File: src/rtl/rtc_read_sequencer_if.sv
// Signal bundle between the RTC read sequencer, its requester and the RTC pins.
// master = requester/RTC side, slave = sequencer side.
interface rtc_read_sequencer_if;
  logic       start;
  logic       sel_tim;
  logic [7:0] bus_in;
  logic [7:0] bus_out;
  logic       bus_oe;
  logic       cs_n;
  logic       rd_n;
  logic       wr_n;
  logic       ad_n;
  logic       busy;
  logic       done;
  logic       bcd_err;
  logic [7:0] seg;
  logic [7:0] min;
  logic [7:0] hora;
  logic [7:0] dia;
  logic [7:0] mes;
  logic [7:0] anio;
  logic [7:0] seg_tim;
  logic [7:0] min_tim;
  logic [7:0] hora_tim;

  modport master (
    output start, sel_tim, bus_in,
    input  bus_out, bus_oe, cs_n, rd_n, wr_n, ad_n, busy, done, bcd_err,
    input  seg, min, hora, dia, mes, anio, seg_tim, min_tim, hora_tim
  );

  modport slave (
    input  start, sel_tim, bus_in,
    output bus_out, bus_oe, cs_n, rd_n, wr_n, ad_n, busy, done, bcd_err,
    output seg, min, hora, dia, mes, anio, seg_tim, min_tim, hora_tim
  );
endinterface

File: src/rtl/rtc_read_sequencer.sv
// Reads the RTC clock (0x21..0x26) or timer (0x41..0x43) registers over the
// multiplexed AD bus and commits the captured set atomically.
module rtc_read_sequencer #(
  parameter int T_STB = 4,
  parameter int T_GAP = 2
) (
  input logic                 clk,
  input logic                 reset,
  rtc_read_sequencer_if.slave bus
);

  typedef enum logic [2:0] {
    S_IDLE, S_A_STB, S_A_GAP, S_D_STB, S_D_GAP, S_COMMIT
  } state_t;

  localparam logic [3:0] STB_LD   = 4'(T_STB - 1);
  localparam logic [3:0] GAP_LD   = 4'(T_GAP - 1);
  localparam logic [7:0] CLK_BASE = 8'h21;
  localparam logic [7:0] TIM_BASE = 8'h41;

  state_t     r_state, w_next;
  logic [3:0] r_cnt, w_cnt_ld;
  logic [2:0] r_idx;
  logic       r_sel, r_acc, r_done, r_bcd_err;
  logic [7:0] r_shadow [6];
  logic [7:0] r_clk    [6];
  logic [7:0] r_tim    [3];
  logic       w_cnt_zero, w_last;
  logic [7:0] w_base;

  function automatic logic bcd_bad(input logic [7:0] b);
    return (b[7:4] > 4'd9) || (b[3:0] > 4'd9);
  endfunction

  assign w_cnt_zero = (r_cnt == 4'd0);
  assign w_last     = r_sel ? (r_idx == 3'd2) : (r_idx == 3'd5);
  assign w_base     = r_sel ? TIM_BASE : CLK_BASE;

  // Strobes are decoded straight from state so reset releases the bus at once
  always_comb begin
    w_next      = r_state;
    w_cnt_ld    = 4'd0;
    bus.cs_n    = 1'b1;
    bus.rd_n    = 1'b1;
    bus.wr_n    = 1'b1;
    bus.ad_n    = 1'b1;
    bus.bus_oe  = 1'b0;
    bus.bus_out = 8'h00;
    case (r_state)
      S_IDLE:   if (bus.start && !r_done) w_next = S_A_STB;
      S_A_STB: begin
        bus.cs_n    = 1'b0;
        bus.wr_n    = 1'b0;
        bus.ad_n    = 1'b0;
        bus.bus_oe  = 1'b1;
        bus.bus_out = w_base + {5'd0, r_idx};
        if (w_cnt_zero) w_next = S_A_GAP;
      end
      S_A_GAP: begin
        bus.bus_oe  = 1'b1;
        bus.bus_out = w_base + {5'd0, r_idx};
        if (w_cnt_zero) w_next = S_D_STB;
      end
      S_D_STB: begin
        bus.cs_n = 1'b0;
        bus.rd_n = 1'b0;
        if (w_cnt_zero) w_next = S_D_GAP;
      end
      S_D_GAP:  if (w_cnt_zero) w_next = w_last ? S_COMMIT : S_A_STB;
      S_COMMIT: w_next = S_IDLE;
      default:  w_next = S_IDLE;
    endcase
    case (w_next)
      S_A_STB, S_D_STB: w_cnt_ld = STB_LD;
      S_A_GAP, S_D_GAP: w_cnt_ld = GAP_LD;
      default:          w_cnt_ld = 4'd0;
    endcase
  end

  always_ff @(posedge clk or posedge reset) begin
    if (reset) begin
      r_state <= S_IDLE;
      r_cnt   <= 4'd0;
    end else begin
      r_state <= w_next;
      if (w_next != r_state) r_cnt <= w_cnt_ld;
      else if (!w_cnt_zero)  r_cnt <= r_cnt - 4'd1;
    end
  end

  always_ff @(posedge clk or posedge reset) begin
    if (reset) begin
      r_idx     <= 3'd0;
      r_sel     <= 1'b0;
      r_acc     <= 1'b0;
      r_done    <= 1'b0;
      r_bcd_err <= 1'b0;
      for (int i = 0; i < 6; i++) r_shadow[i] <= 8'h00;
      for (int i = 0; i < 6; i++) r_clk[i]    <= 8'h00;
      for (int i = 0; i < 3; i++) r_tim[i]    <= 8'h00;
    end else begin
      r_done <= (r_state == S_COMMIT);
      if (r_state == S_IDLE && w_next == S_A_STB) begin
        r_sel <= bus.sel_tim;
        r_idx <= 3'd0;
        r_acc <= 1'b0;
      end else if (r_state == S_D_GAP && w_cnt_zero && !w_last) begin
        r_idx <= r_idx + 3'd1;
      end
      // Sample the returned byte as late as possible in the read strobe
      if (r_state == S_D_STB && w_cnt_zero) begin
        r_shadow[r_idx] <= bus.bus_in;
        r_acc           <= r_acc | bcd_bad(bus.bus_in);
      end
      if (r_state == S_COMMIT) begin
        r_bcd_err <= r_acc;
        if (r_sel) for (int i = 0; i < 3; i++) r_tim[i] <= r_shadow[i];
        else       for (int i = 0; i < 6; i++) r_clk[i] <= r_shadow[i];
      end
    end
  end

  assign bus.busy     = (r_state != S_IDLE);
  assign bus.done     = r_done;
  assign bus.bcd_err  = r_bcd_err;
  assign bus.seg      = r_clk[0];
  assign bus.min      = r_clk[1];
  assign bus.hora     = r_clk[2];
  assign bus.dia      = r_clk[3];
  assign bus.mes      = r_clk[4];
  assign bus.anio     = r_clk[5];
  assign bus.seg_tim  = r_tim[0];
  assign bus.min_tim  = r_tim[1];
  assign bus.hora_tim = r_tim[2];

endmodule
File: src/flat_wrapper.sv
// flat-port wrapper written by rule: the top's interface ports become plain ports
module rtc_read_sequencer_flat 
#(
  parameter int T_STB = 4,
  parameter int T_GAP = 2
)
  (clk, reset, bus_start, bus_sel_tim, bus_bus_in, bus_bus_out, bus_bus_oe, bus_cs_n, bus_rd_n, bus_wr_n, bus_ad_n, bus_busy, bus_done, bus_bcd_err, bus_seg, bus_min, bus_hora, bus_dia, bus_mes, bus_anio, bus_seg_tim, bus_min_tim, bus_hora_tim);
  rtc_read_sequencer_if bus_i ();
  input logic clk;
  input logic reset;
  input wire logic [$bits(bus_i.start)-1:0] bus_start;
  input wire logic [$bits(bus_i.sel_tim)-1:0] bus_sel_tim;
  input wire logic [$bits(bus_i.bus_in)-1:0] bus_bus_in;
  output wire logic [$bits(bus_i.bus_out)-1:0] bus_bus_out;
  output wire logic [$bits(bus_i.bus_oe)-1:0] bus_bus_oe;
  output wire logic [$bits(bus_i.cs_n)-1:0] bus_cs_n;
  output wire logic [$bits(bus_i.rd_n)-1:0] bus_rd_n;
  output wire logic [$bits(bus_i.wr_n)-1:0] bus_wr_n;
  output wire logic [$bits(bus_i.ad_n)-1:0] bus_ad_n;
  output wire logic [$bits(bus_i.busy)-1:0] bus_busy;
  output wire logic [$bits(bus_i.done)-1:0] bus_done;
  output wire logic [$bits(bus_i.bcd_err)-1:0] bus_bcd_err;
  output wire logic [$bits(bus_i.seg)-1:0] bus_seg;
  output wire logic [$bits(bus_i.min)-1:0] bus_min;
  output wire logic [$bits(bus_i.hora)-1:0] bus_hora;
  output wire logic [$bits(bus_i.dia)-1:0] bus_dia;
  output wire logic [$bits(bus_i.mes)-1:0] bus_mes;
  output wire logic [$bits(bus_i.anio)-1:0] bus_anio;
  output wire logic [$bits(bus_i.seg_tim)-1:0] bus_seg_tim;
  output wire logic [$bits(bus_i.min_tim)-1:0] bus_min_tim;
  output wire logic [$bits(bus_i.hora_tim)-1:0] bus_hora_tim;
  assign bus_i.start = bus_start;
  assign bus_i.sel_tim = bus_sel_tim;
  assign bus_i.bus_in = bus_bus_in;
  assign bus_bus_out = bus_i.bus_out;
  assign bus_bus_oe = bus_i.bus_oe;
  assign bus_cs_n = bus_i.cs_n;
  assign bus_rd_n = bus_i.rd_n;
  assign bus_wr_n = bus_i.wr_n;
  assign bus_ad_n = bus_i.ad_n;
  assign bus_busy = bus_i.busy;
  assign bus_done = bus_i.done;
  assign bus_bcd_err = bus_i.bcd_err;
  assign bus_seg = bus_i.seg;
  assign bus_min = bus_i.min;
  assign bus_hora = bus_i.hora;
  assign bus_dia = bus_i.dia;
  assign bus_mes = bus_i.mes;
  assign bus_anio = bus_i.anio;
  assign bus_seg_tim = bus_i.seg_tim;
  assign bus_min_tim = bus_i.min_tim;
  assign bus_hora_tim = bus_i.hora_tim;
  rtc_read_sequencer #(.T_STB(T_STB), .T_GAP(T_GAP)) u_core (.clk(clk), .reset(reset), .bus(bus_i));
endmodule
File: config.mk
export PLATFORM = sky130hd
export DESIGN_NAME = rtc_read_sequencer_flat
export DESIGN_NICKNAME = d
export VERILOG_FILES = /design/src/rtl/rtc_read_sequencer_if.sv /design/src/rtl/rtc_read_sequencer.sv /design/src/flat_wrapper.sv
export SDC_FILE = /design/constraint.sdc
export NUM_CORES = 1
export LEC_CHECK = 0
export CAP_MARGIN = 20
export CORE_ASPECT_RATIO = 1.5
export CORE_UTILIZATION = 35
export CTS_CLUSTER_DIAMETER = 100
export CTS_CLUSTER_SIZE = 8
export DETAILED_ROUTE_END_ITERATION = 7
export PLACE_DENSITY = 0.68
export SETUP_SLACK_MARGIN = 0.05
export SYNTH_ARGS = -nofsm -noshare
export SYNTH_HDL_FRONTEND = slang
export SYNTH_SLANG_ARGS = --single-unit
File: constraint.sdc
create_clock -name clk -period 5.1 [get_ports clk]
set_clock_uncertainty 0.05 [all_clocks]
set_input_delay 1.275 -clock clk [delete_from_list [all_inputs] [get_ports clk]]
set_output_delay 1.275 -clock clk [all_outputs]
set_load 0.02 [all_outputs]
# [Word-level counts from Yosys, hierarchy flattened]
# Index checks and enable logic that the tools add are counted.
[op_classes] shifts=0 mux=24 reduce_logical=20 n_div=0 order_cmp=4 bitwise=3 n_mul=0 add_sub_neg=3 eq_ne=13
[op_table] op="bitwise mux 48 bit" count=1
[op_table] op="demux 8 bit (select 3 bit)" count=1
[op_table] op="two-way mux 3 bit" count=8
[op_table] op="two-way mux 8 bit" count=2
[op_table] op="== test 3 x 2 -> 1 bit (second input constant)" count=5
[op_table] op="one-hot mux 3 bit (5 select lines)" count=1
[op_table] op="== test 3 bit (second input constant)" count=4
[op_table] op="adder 8 x 3 -> 8 bit" count=1
[op_table] op="greater-than comparator 4 bit (second input constant)" count=2
[op_table] op="two-way mux 4 bit" count=2
[op_table] op="OR reduction 2 bit" count=4
[op_table] op="two-way mux 1 bit" count=7
[op_table] op="two-way mux 7 bit" count=1
[op_table] op="== test 3 x 1 -> 1 bit (second input constant)" count=2
[op_table] op="logical AND 1 bit" count=6
[op_table] op="greater-or-equal comparator 4 bit (second input constant)" count=1
[op_table] op="logical NOT 4 bit" count=1
[op_table] op="less-than comparator 4 x 1 -> 1 bit (second input constant)" count=1
[op_table] op="inverter 3 -> 4 bit" count=1
[op_table] op="one-hot mux 2 bit (2 select lines)" count=1
[op_table] op="AND reduction 2 bit" count=2
[op_table] op="nonzero test 2 bit" count=2
[op_table] op="subtractor 4 x 1 -> 4 bit (second input constant)" count=1
[op_table] op="adder 3 x 1 -> 3 bit (second input constant)" count=1
[op_table] op="8 further kinds" count=9
[totals] output_inout_bits=88 romBits=0 mem_count=0 latchBits=0 mem_bits_rw=0 in_bits=12 regBits=134 word_cells=89

# [Logic depth before layout (Yosys ltp)]
# Gate-level depths: netlist (run 1).
[depth] word_depth=9 mapped_depth=8

# [Least setup slack after synthesis (run 1)]
# Ideal clock, no wire load.
[synth_path] path_kind="flip-flop to output port" from="register u_core.r_state[2]" to="output bus_wr_n" t_arrival_ns=1.336 path_stages_with_launch=5 setup_slack_ns=2.439 n_path_buf=2 cell_sequence="dfrtp_1 > buf_2 > nand2b_1 > or2_2 > buf_4"
[synth_between] elab_chain_cells=2
[synth_rtl] element="from (decl)" line="rtc_read_sequencer.sv:21" source="state_t r_state, w_next;"
[synth_rtl] element="from (signal assigned)" line="rtc_read_sequencer.sv:85" source="r_state <= w_next;"
[synth_rtl] element="== test 3 x 1 -> 1 bit"
[synth_rtl] element="two-way mux 1 bit"
[synth_rtl] element="to (decl)" line="flat_wrapper.sv:18" source="output wire logic [$bits(bus_i.wr_n)-1:0] bus_wr_n;"
# Every way passes these cells.

# [Final worst setup path (run 1)]
[layout_path] from="register u_core.r_state[0]" to="output bus_bus_out[6]"
[layout_between] elab_chain_cells=3 word_cells_on_any_way=4
[layout_rtl] element="== test 3 x 1 -> 1 bit or == test 3 x 2 -> 1 bit (tied branches)" line="rtc_read_sequencer.sv:49" source="case (r_state)"
[layout_rtl] element="OR reduction 2 bit (no line) *"
[layout_rtl] element="two-way mux 8 bit *"
[layout_rtl] element="to (decl)" line="flat_wrapper.sv:14" source="output wire logic [$bits(bus_i.bus_out)-1:0] bus_bus_out;"
# Every way passes the cells marked *; elsewhere a longest branch is shown, timed or not.

==> qor.txt, run 1 <==
Tmin final: 3.437 ns
Die Area: 15950 sq um
Logic depth of the worst path, buffers included: 5
Total CTS buffers: 17
Crit-path cells: nand2b_1 -> a21o_1 -> inv_1 -> and2_1 -> clkdlybuf4s50_1
Maxcap violations: 0
Clk root buf: clkbuf_16
LEAKAGE: 3.289 nW
Worst path arrival time: 2.11 ns
Commonest non-fill, non-tap cell in the layout: dfrtp_1
Sequential power share: 44.5%
Clock transition at path regs: 0.05 ns
NetSw: 479.5 uW
Congestion Overflow GR: 0
Mapped cell area: 5404 sq um
Initial core utilization: 35.86%
Nets@finish: 485
Final HPWL DP: 8.046 mm
Setup Buffers After CTS: 0
Final worst-path cycle share: 67.39%
Most frequent cells in the layout: dfrtp_1, mux2_2, clkdlybuf4s50_1, clkbuf_16, nor2_1
Hold slack: 0.4360 ns
Worst R2R Path Depth: 6
#FFs+latches synth: 134
Setup violators final: 0
Mux cell area share after synthesis: 25.56%
Startpoint types: flop
Crit path from: u_core.r_state[0]
Initial drt markers: 111
Synth cell types: 43
Sequential fraction of the synthesis area: 62.05%
Measured slew at the worst slew-check pin: 0.8922 ns
WP data required: 3.77 ns
Final wirelength: 11.80 mm
RR Endpoint: u_core.r_shadow[32]
Largest family of logic cells by synthesized area: multiplexers
Slew margin rel.: 39.97%
Diode count: 0
Outcome: completed
Reg-to-Reg Start: u_core.r_cnt[0]
Die width: 103.5 um
Filler cell count: 1318
Core area: 15070 sq um
H-Tree Depth: 4
First-pass GRT wire length: 19.29 mm
Max incr delay on CP: 0.60 ns
Gate power share: 2.3%
Crit path capture type: output pin
Setup TNS: 0 ns
IO Pins: 100
WL per Instance: 17.28 um
YS warnings: 0
Post-Synth XOR/XNOR Area: 0.4862%
Worst setup endpoint: bus_bus_out[6]
Slowest cell on the critical path: clkdlybuf4s50_1
GRT Resource Usage Total: 16.45%
Drt pass-1 iters: 4
Switching share of power: 19.55%
P_int: 1.973 mW
Clock Tree Buf Depth: 2
Peak Freq: 290.9 MHz
Hold Violations, Final: 0
I/O Buffers: 97
CTS tree: built
Hold buffer count at CTS: 0
Synth Area in Simple Gates: 7.386%
Post-route ant nets: 0
Vias in the first global route: 3555
Worst skew pair latency: 0.41 ns
Syn Area/Cell: 14.72 sq um
Post-CTS Resized: 0
Critical path's top delay family: buffers and inverters
DIE HEIGHT: 154.2 um
CP Max Fanout: 9
Reg2reg setup slack: 2.18 ns
RSZ-0062 raised after global routing: no
Buffers & Inverters on Critical Path: 2
Syn-to-layout area delta: 33.94%
Post-synthesis adder-cell area fraction: 0.4631%
Synth Area in Compound Gates: 1.922%
Layout cell share with drive strength beyond 1: 33.06%
Global placer's final weighted congestion: 0.7735
Initial antenna violation count: 0
Via count: 3325
Largest net degree at the start of global routing: 79
Max VDD drop: 193.8 uV
Worst min-delay path category: flop to flop
# DRC: 0
Gate Count Post-Synth: 367
PwrDens: 338.8 nW/um^2
Slew Viols, Final: 0
Clock share of power: 53.2%
DR vias/cell: 4.868
CP Class: flop to output pin
# rows: 55
TritonCTS Sinks: 134
## how the worst min path moves through the flow
stage	endpoint	depth (start not counted)	from
after CTS	u_core.bus.bcd_err	2	u_core.r_acc
final	u_core.bus.bcd_err	2	u_core.r_acc
after floorplan	u_core.bus.bcd_err	2	u_core.r_acc
after global placement	u_core.bus.bcd_err	2	u_core.r_acc
after global routing	u_core.bus.bcd_err	2	u_core.bus.bcd_err
after detailed placement	u_core.bus.bcd_err	2	u_core.r_acc
## through the flow
step / total power [mW] / instances / cell area [sq um] / utilization [%] / worst slack (ns)
after floorplan: 1.140 / 368 / 5408 / - / 0.1922
after global placement: 1.166 / 650 / 6574 / 43.62 / 2.133
after detailed placement: 1.170 / 651 / 6601 / 43.80 / 2.081
after CTS: 2.484 / 683 / 7238 / 48.03 / 1.632
after global routing: 2.538 / 683 / 7238 / 48.03 / 1.531
final: 2.452 / 683 / 7238 / 48.03 / 1.663
## Yosys cell counts
library cell  number  area (sq um)
o211ai_1           1         7.510
nor4_4             1         21.27
clkbuf_1           3         11.26
ha_1               2         25.02
xnor2_1            2         17.52
nor3_1             5         25.02
o21ai_0            5         25.02
buf_2              4         20.02
and3_1             1         6.260
nor4bb_1           2         20.02
a2bb2oi_1          1         8.760
mux2i_1            3         30.03
nand2b_1           4         25.02
dfrtp_1          134          3353
nand4b_1           1         8.760
nor4_1             2         12.51
o311ai_0           1         8.760
nand2_1           13         48.80
nor4b_4            2         47.55
xor2_1             1         8.760
inv_1              6         22.52
nand3_1            4         20.02
a21oi_1            6         30.03
or3b_1             1         8.760
nor3b_1            2         15.01
mux2_1             1         11.26
or3b_2             1         8.760
nor2_1            15         56.30
a22o_1             1         8.760
or2_1              1         6.260
nor3_4             1         16.27
conb_1             1         3.750
buf_1              5         18.77
buf_6              1         11.26
clkbuf_2           1         5.000
nor2b_1            1         6.260
or3_1              1         6.260
nand3b_1           2         15.01
or2_2              2         12.51
a21o_1             2         15.01
mux2_2           119          1340
and2_1             2         12.51
buf_4              3         22.52
## power groups by stage
stage | logic [mW] | clock network [mW] | registers, mW
after detailed placement | 0.0598 | 0 | 1.11
after floorplan | 0.0342 | 0 | 1.11
after global placement | 0.0575 | 0 | 1.11
final | 0.0569 | 1.30 | 1.09
after CTS | 0.0599 | 1.33 | 1.09
after global routing | 0.0650 | 1.38 | 1.09
## area by class of cell
cell class / instances / area, sq um / area share [%]
Tap cell: 199 / 249.0 / 3.440
Clock inverter: 7 / 141.4 / 1.953
Timing Repair Buffer: 101 / 1021 / 14.11
Inverter: 6 / 27.53 / 0.3803
Sequential cell: 134 / 3353 / 46.33
Multi-Input combinational cell: 211 / 1951 / 26.95
Clock buffer: 25 / 495.5 / 6.845
## metal layers
layer  track usage, %  vias to the layer above  share of wire (%)
met1            19.18                     1731                 41
met4            7.378                        0                2.0
met3            3.344                       20                2.9
li1                 -                     1502                  -
met2            28.51                       72                 54
met5                0                        -                  0
## sequential cells by signal (all words and copies together) (netlist names)
signal	flops
u_core.bus.mes	8
u_core.bus.anio	8
u_core.bus.min	8
u_core.r_state	3
u_core.bus.done	1
u_core.bus.dia	8
u_core.bus.seg	8
u_core.r_sel	1
u_core.r_idx	3
u_core.r_shadow	48
u_core.bus.hora_tim	8
u_core.bus.bcd_err	1
u_core.bus.hora	8
u_core.r_acc	1
u_core.bus.seg_tim	8
u_core.bus.min_tim	8
u_core.r_cnt	4
## worst min-delay path, stage by stage, from the launching register on
cell     delay [ns]
dfrtp_1        0.35
nand2_1        0.06
nand2_1        0.05
## cells by family after synthesis
| family | after synthesis |
|---|---|
| AOI/OAI and AO/OA | 17 |
| muxes | 123 |
| buffers and inverters | 23 |
| and+or+nand+nor | 64 |
| DFF | 134 |
| other | 1 |
| adders and majority gates | 2 |
| xor gates and xnor gates | 3 |
Note: power is estimated with default switching activity, not from simulation.
==> run 2, diff against run 1 <==
==> constraint.sdc (replaced) <==
create_clock -name clk -period 3.05 [get_ports clk]
set_clock_uncertainty 0.05 [all_clocks]
set_input_delay 0.7625 -clock clk [delete_from_list [all_inputs] [get_ports clk]]
set_output_delay 0.7625 -clock clk [all_outputs]
set_load 0.02 [all_outputs]
==> qor.txt, run 2 (synthesized netlist as in run 1, its figures left out) <==
Worst skew pair latency: 0.41 ns (about the same)
I/O Buffers: 97 (unchanged)
CP Class: flop to output pin
RR Endpoint: u_core.r_shadow[16]
Core area: 15070 sq um (unchanged)
PwrDens: 557.3 nW/um^2 (+64%)
H-Tree Depth: 4 (unchanged)
Final WS setup: 0.1885 ns (-1.474 ns)
Max reg flops: 48 (unchanged)
Worst min-delay path category: flop to flop
GRT Resource Usage Total: 16.48% (+0.035 points)
Startpoint types: flop
Final HPWL DP: 8.270 mm (+2.8%)
Slew Viols, Final: 0 (unchanged)
Die Area: 15950 sq um (unchanged)
First-pass GRT wire length: 19.29 mm (about the same)
Post-CTS Resized: 0 (unchanged)
Layout cell share with drive strength beyond 1: 34.76% (+1.7 points)
Maxcap violations: 0 (unchanged)
Setup violators final: 0 (unchanged)
Worst R2R Path Depth: 6 (unchanged)
IO Pins: 100 (unchanged)
Global placer's final weighted congestion: 0.7781 (+0.59%)
Reg-to-Reg Start: u_core.r_cnt[0]
Hold Violations, Final: 0 (unchanged)
DR vias/cell: 4.847 (-0.43%)
Top reg by flops: u_core.r_shadow
Syn-to-layout area delta: 34.36%
Post-route ant nets: 0 (unchanged)
TritonCTS Sinks: 134 (unchanged)
Post-layout util: 48.18% (+0.15 points)
RSZ-0062 raised after global routing: no
Largest net degree at the start of global routing: 135 (+71%)
Nets@finish: 490 (+1.0%)
Initial antenna violation count: 0 (unchanged)
Worst path arrival time: 2.05 ns (-0.06 ns)
Initial core utilization: 35.86% (unchanged)
Clock Tree Buf Depth: 2 (unchanged)
Hold buffer count at CTS: 0 (unchanged)
Final worst-path cycle share: 93.82%
Measured slew at the worst slew-check pin: 0.8895 ns (-0.002722 ns)
Final wirelength: 11.94 mm (+1.1%)
Congestion Overflow GR: 0 (unchanged)
Hold path depth: 2 (unchanged)
LEAKAGE: 3.340 nW (+1.6%)
Design area: 7261 sq um (+0.31%)
Die width: 103.5 um (unchanged)
Crit path capture type: output pin
Peak Freq: 349.5 MHz
WP data required: 2.24 ns (-1.53 ns)
Drt pass-1 iters: 4 (unchanged)
Reg2reg setup slack: 0.44 ns (-1.74 ns)
Initial drt markers: 124 (+12%)
Diode count: 0 (unchanged)
DP Area: 6630 sq um (+0.44%)
Slew margin rel.: 40.57% (+0.60 points)
Setup TNS: 0 ns (unchanged)
Commonest non-fill, non-tap cell in the layout: dfrtp_1
Filler cell count: 1302 (-1.2%)
Vias in the first global route: 3516 (-1.1%)
Clk root buf: clkbuf_16
WL per Instance: 17.35 um (+0.41%)
Via count: 3335 (+0.30%)
Total CTS buffers: 17 (unchanged)
Hold Crit Start: u_core.r_acc
Clock transition at path regs: 0.06 ns (about the same)
Tmin final: 2.862 ns
Outcome: completed
CP Max Fanout: 10 (+1)
Worst Hold Path EP: u_core.bus.bcd_err
Pre-CTS setup slack: 0.4316 ns (-1.650 ns)
# rows: 55 (unchanged)
Max VDD drop: 341.9 uV (+76%)
Setup Buffers After CTS: 0 (unchanged)
Most frequent cells in the layout: dfrtp_1, mux2_2, clkdlybuf4s50_1, clkbuf_16, nor2_1
DIE HEIGHT: 154.2 um (unchanged)
# DRC: 0 (unchanged)
CTS tree: built
## run 2: cell count changes in the layout (fill, tap and decap cells not counted), sizes merged
cell           before  now
buf                 4    9
clkbuf             25   18
clkdlybuf4s50      97   94
clkinv              2    8
clkinvlp            1    3
dlymetal6s2s        0    3
inv                 6    5
## run 2: stage by stage
stage	std cells	power, mW	hold slack, ns
6_report	688	4.046	0.4300
5_1_grt	688	4.205	0.4590
4_1_cts	688	4.106	0.4289
3_5_place_dp	656	1.958	0.4202
3_3_place_gp	656	1.954	0.4210
2_1_floorplan	368	1.906	0.3885
## run 2: worst max path at each step
stage | endpoint | start
after floorplan | u_core.bus.anio[0] | reset
after global placement | u_core.r_shadow[23] | u_core.r_cnt[0]
after detailed placement | u_core.r_shadow[19] | u_core.r_cnt[0]
after CTS | bus_bus_out[1] | u_core.r_state[0]
after global routing | bus_bus_out[3] | u_core.r_state[0]
final | bus_bus_out[3] | u_core.r_state[1]
## run 2: area by class of cell
type                       count  area [sq um]  area share [%]
tap                          199         249.0           3.429
timing repair buffer         106          1059           14.58
sequential                   134          3354           46.20
clock inverter                14         182.7           2.516
inverter                       6         26.28          0.3619
multi-input combinational    211          1951           26.87
clock buffer                  18         439.2           6.049
## run 2: report_power, final
part / switching (mW) / total [mW] / leakage [nW] / internal [mW]
Combinational: 0.0583 / 0.0951 / 1.28 / 0.0368
Sequential: 0.0205 / 1.83 / 1.75 / 1.81
Clock: 0.743 / 2.12 / 0.305 / 1.38
Total: 0.822 / 4.05 / 3.34 / 3.22
## run 2: worst max-delay path, cell delays in order (launching register included)
cell and delay (ns):
dfrtp_1 0.48, nand2b_1 0.21, a21o_1 0.22, nor2_1 0.13, clkdlybuf4s50_1 0.61
## run 2: metal layers
layer / share of wire [%] / routed length, um / GRT usage, % / vias to the layer above
met5: 0 / 0 / 0 / -
met4: 2.3 / 276 / 6.573 / 0
met3: 3.4 / 411 / 4.609 / 20
met2: 55 / 6600 / 28.67 / 84
met1: 39 / 4650 / 18.66 / 1725
li1: - / - / - / 1506
==> run 3, diff against run 2 <==
--- a/config.mk
+++ b/config.mk
@@ -11,6 +11,7 @@
 export CTS_CLUSTER_DIAMETER = 100
 export CTS_CLUSTER_SIZE = 8
 export DETAILED_ROUTE_END_ITERATION = 7
+export MAX_ROUTING_LAYER = met4
 export PLACE_DENSITY = 0.68
 export SETUP_SLACK_MARGIN = 0.05
 export SYNTH_ARGS = -nofsm -noshare
==> qor.txt, run 3 (synthesized netlist as in run 1, its figures left out) <==
Startpoint types: flop
H-Tree Depth: 4 (unchanged)
# DRC: 0 (unchanged)
Congestion Overflow GR: 0 (unchanged)
RR Endpoint: u_core.r_shadow[19]
Via count: 3365 (+0.90%)
Initial core utilization: 35.86% (unchanged)
Setup TNS: 0 ns (unchanged)
Tmin final: 2.847 ns (-0.01425 ns)
Initial antenna violation count: 0 (unchanged)
Final worst-path cycle share: 93.35% (-0.47 points)
First-pass GRT wire length: 19.25 mm (-0.18%)
I/O Buffers: 97 (unchanged)
Die width: 103.5 um (unchanged)
Layout cell share with drive strength beyond 1: 34.76% (unchanged)
DP Area: 6630 sq um (unchanged)
Syn-to-layout area delta: 34.36% (unchanged)
Worst path arrival time: 2.03 ns (-0.02 ns)
Hold Crit Start: u_core.r_acc
LEAKAGE: 3.340 nW (unchanged)
GRT Resource Usage Total: 16.92% (+0.44 points)
TritonCTS Sinks: 134 (unchanged)
Nets@finish: 490 (unchanged)
Maxcap violations: 0 (unchanged)
Cells after DPL: 656 (unchanged)
Crit path capture type: output pin
Max reg flops: 48 (unchanged)
Design area: 7261 sq um (unchanged)
Die Area: 15950 sq um (unchanged)
Area occupied by multi-input gates: 1951 sq um (unchanged)
Global placer's final weighted congestion: 0.7888 (+1.4%)
Measured slew at the worst slew-check pin: 0.9225 ns (+0.03307 ns)
Slew margin rel.: 38.37% (-2.2 points)
Hold Violations, Final: 0 (unchanged)
IO Pins: 100 (unchanged)
Final wirelength: 11.94 mm (about the same)
Vias in the first global route: 3523 (+0.20%)
PwrDens: 557.4 nW/um^2 (about the same)
Hold path depth: 2 (unchanged)
Filler cell count: 1302 (unchanged)
Total CTS buffers: 17 (unchanged)
Worst min-delay path category: flop to flop
DR vias/cell: 4.891 (+0.90%)
CP Max Fanout: 9 (-1)
Top reg by flops: u_core.r_shadow
Initial drt markers: 125 (+0.81%)
Final Total Pwr: 4.047 mW (about the same)
DIE HEIGHT: 154.2 um (unchanged)
Crit path from: u_core.r_state[0]
WL per Instance: 17.35 um (about the same)
Largest net degree at the start of global routing: 135 (unchanged)
Core area: 15070 sq um (unchanged)
Commonest non-fill, non-tap cell in the layout: dfrtp_1
Reg-to-Reg Start: u_core.r_cnt[0]
Hold slack: 0.4253 ns (-0.004621 ns)
Reg2reg setup slack: 0.43 ns (about the same)
Post-layout util: 48.18% (unchanged)
Sequential Area: 3354 sq um (unchanged)
Slew Viols, Final: 0 (unchanged)
Clock transition at path regs: 0.06 ns (about the same)
Drt pass-1 iters: 4 (unchanged)
Final HPWL DP: 8.270 mm (unchanged)
Clk root buf: clkbuf_16
RSZ-0062 raised after global routing: no
WP data required: 2.24 ns (about the same)
# rows: 55 (unchanged)
CP Class: flop to output pin
Worst skew pair latency: 0.40 ns (about the same)
Post-route ant nets: 0 (unchanged)
Most frequent cells in the layout: dfrtp_1, mux2_2, clkdlybuf4s50_1, clkbuf_16, nor2_1
Final WS setup: 0.2027 ns (+0.01425 ns)
Outcome: completed
Setup violators final: 0 (unchanged)
Pre-CTS setup slack: 0.4316 ns (unchanged)
Clock Tree Buf Depth: 2 (unchanged)
Peak Freq: 351.2 MHz (+0.50%)
Worst R2R Path Depth: 6 (unchanged)
Layout Cells excl Fill: 688 (unchanged)
CTS tree: built
Max VDD drop: 337.0 uV (-1.4%)
Diode count: 0 (unchanged)
Worst Hold Path EP: u_core.bus.bcd_err
==> run 3: how the worst max path moves through the flow <==
stage	to	slack [ns]	depth (start not counted)
after floorplan	u_core.bus.anio[0]	0.57	1
after global placement	u_core.r_shadow[23]	0.49	6
after global routing	bus_bus_out[3]	0.07	4
after CTS	bus_bus_out[1]	0.09	5
final	bus_bus_out[0]	0.20	4
after detailed placement	u_core.r_shadow[19]	0.43	6
==> run 3: layout make-up <==
cell class                 count  share of cell area (%)
sequential                   134                   46.20
multi-input combinational    211                   26.87
inverter                       6                  0.3619
clock buffer                  18                   6.049
timing repair buffer         106                   14.58
clock inverter                14                   2.516
tap                          199                   3.429
==> run 3: routing by layer <==
metal	vias up	track usage (%)	share of wire, %
li1	1513	-	-
met2	87	28.60	55
met5	-	-	0
met4	0	6.573	2.4
met3	18	4.202	3.3
met1	1747	18.87	39
==> run 3: timing repair <==
action,in CTS,in global routing
hold buffers,0,0
buffers inserted,0,0
resized for setup,0,4
endpoints found under the setup margin,0,3
==> run 3: where the power goes <==
group | internal (mW) | switching (mW)
clock | 1.38 | 0.744
sequential | 1.81 | 0.0205
combinational | 0.0368 | 0.0583
==> run 3: critical path, stage by stage (launching register included) <==
cell	delay (ns)
dfrtp_1	0.46
nand2b_1	0.20
a21o_1	0.24
nor2_1	0.11
clkdlybuf4s50_1	0.62
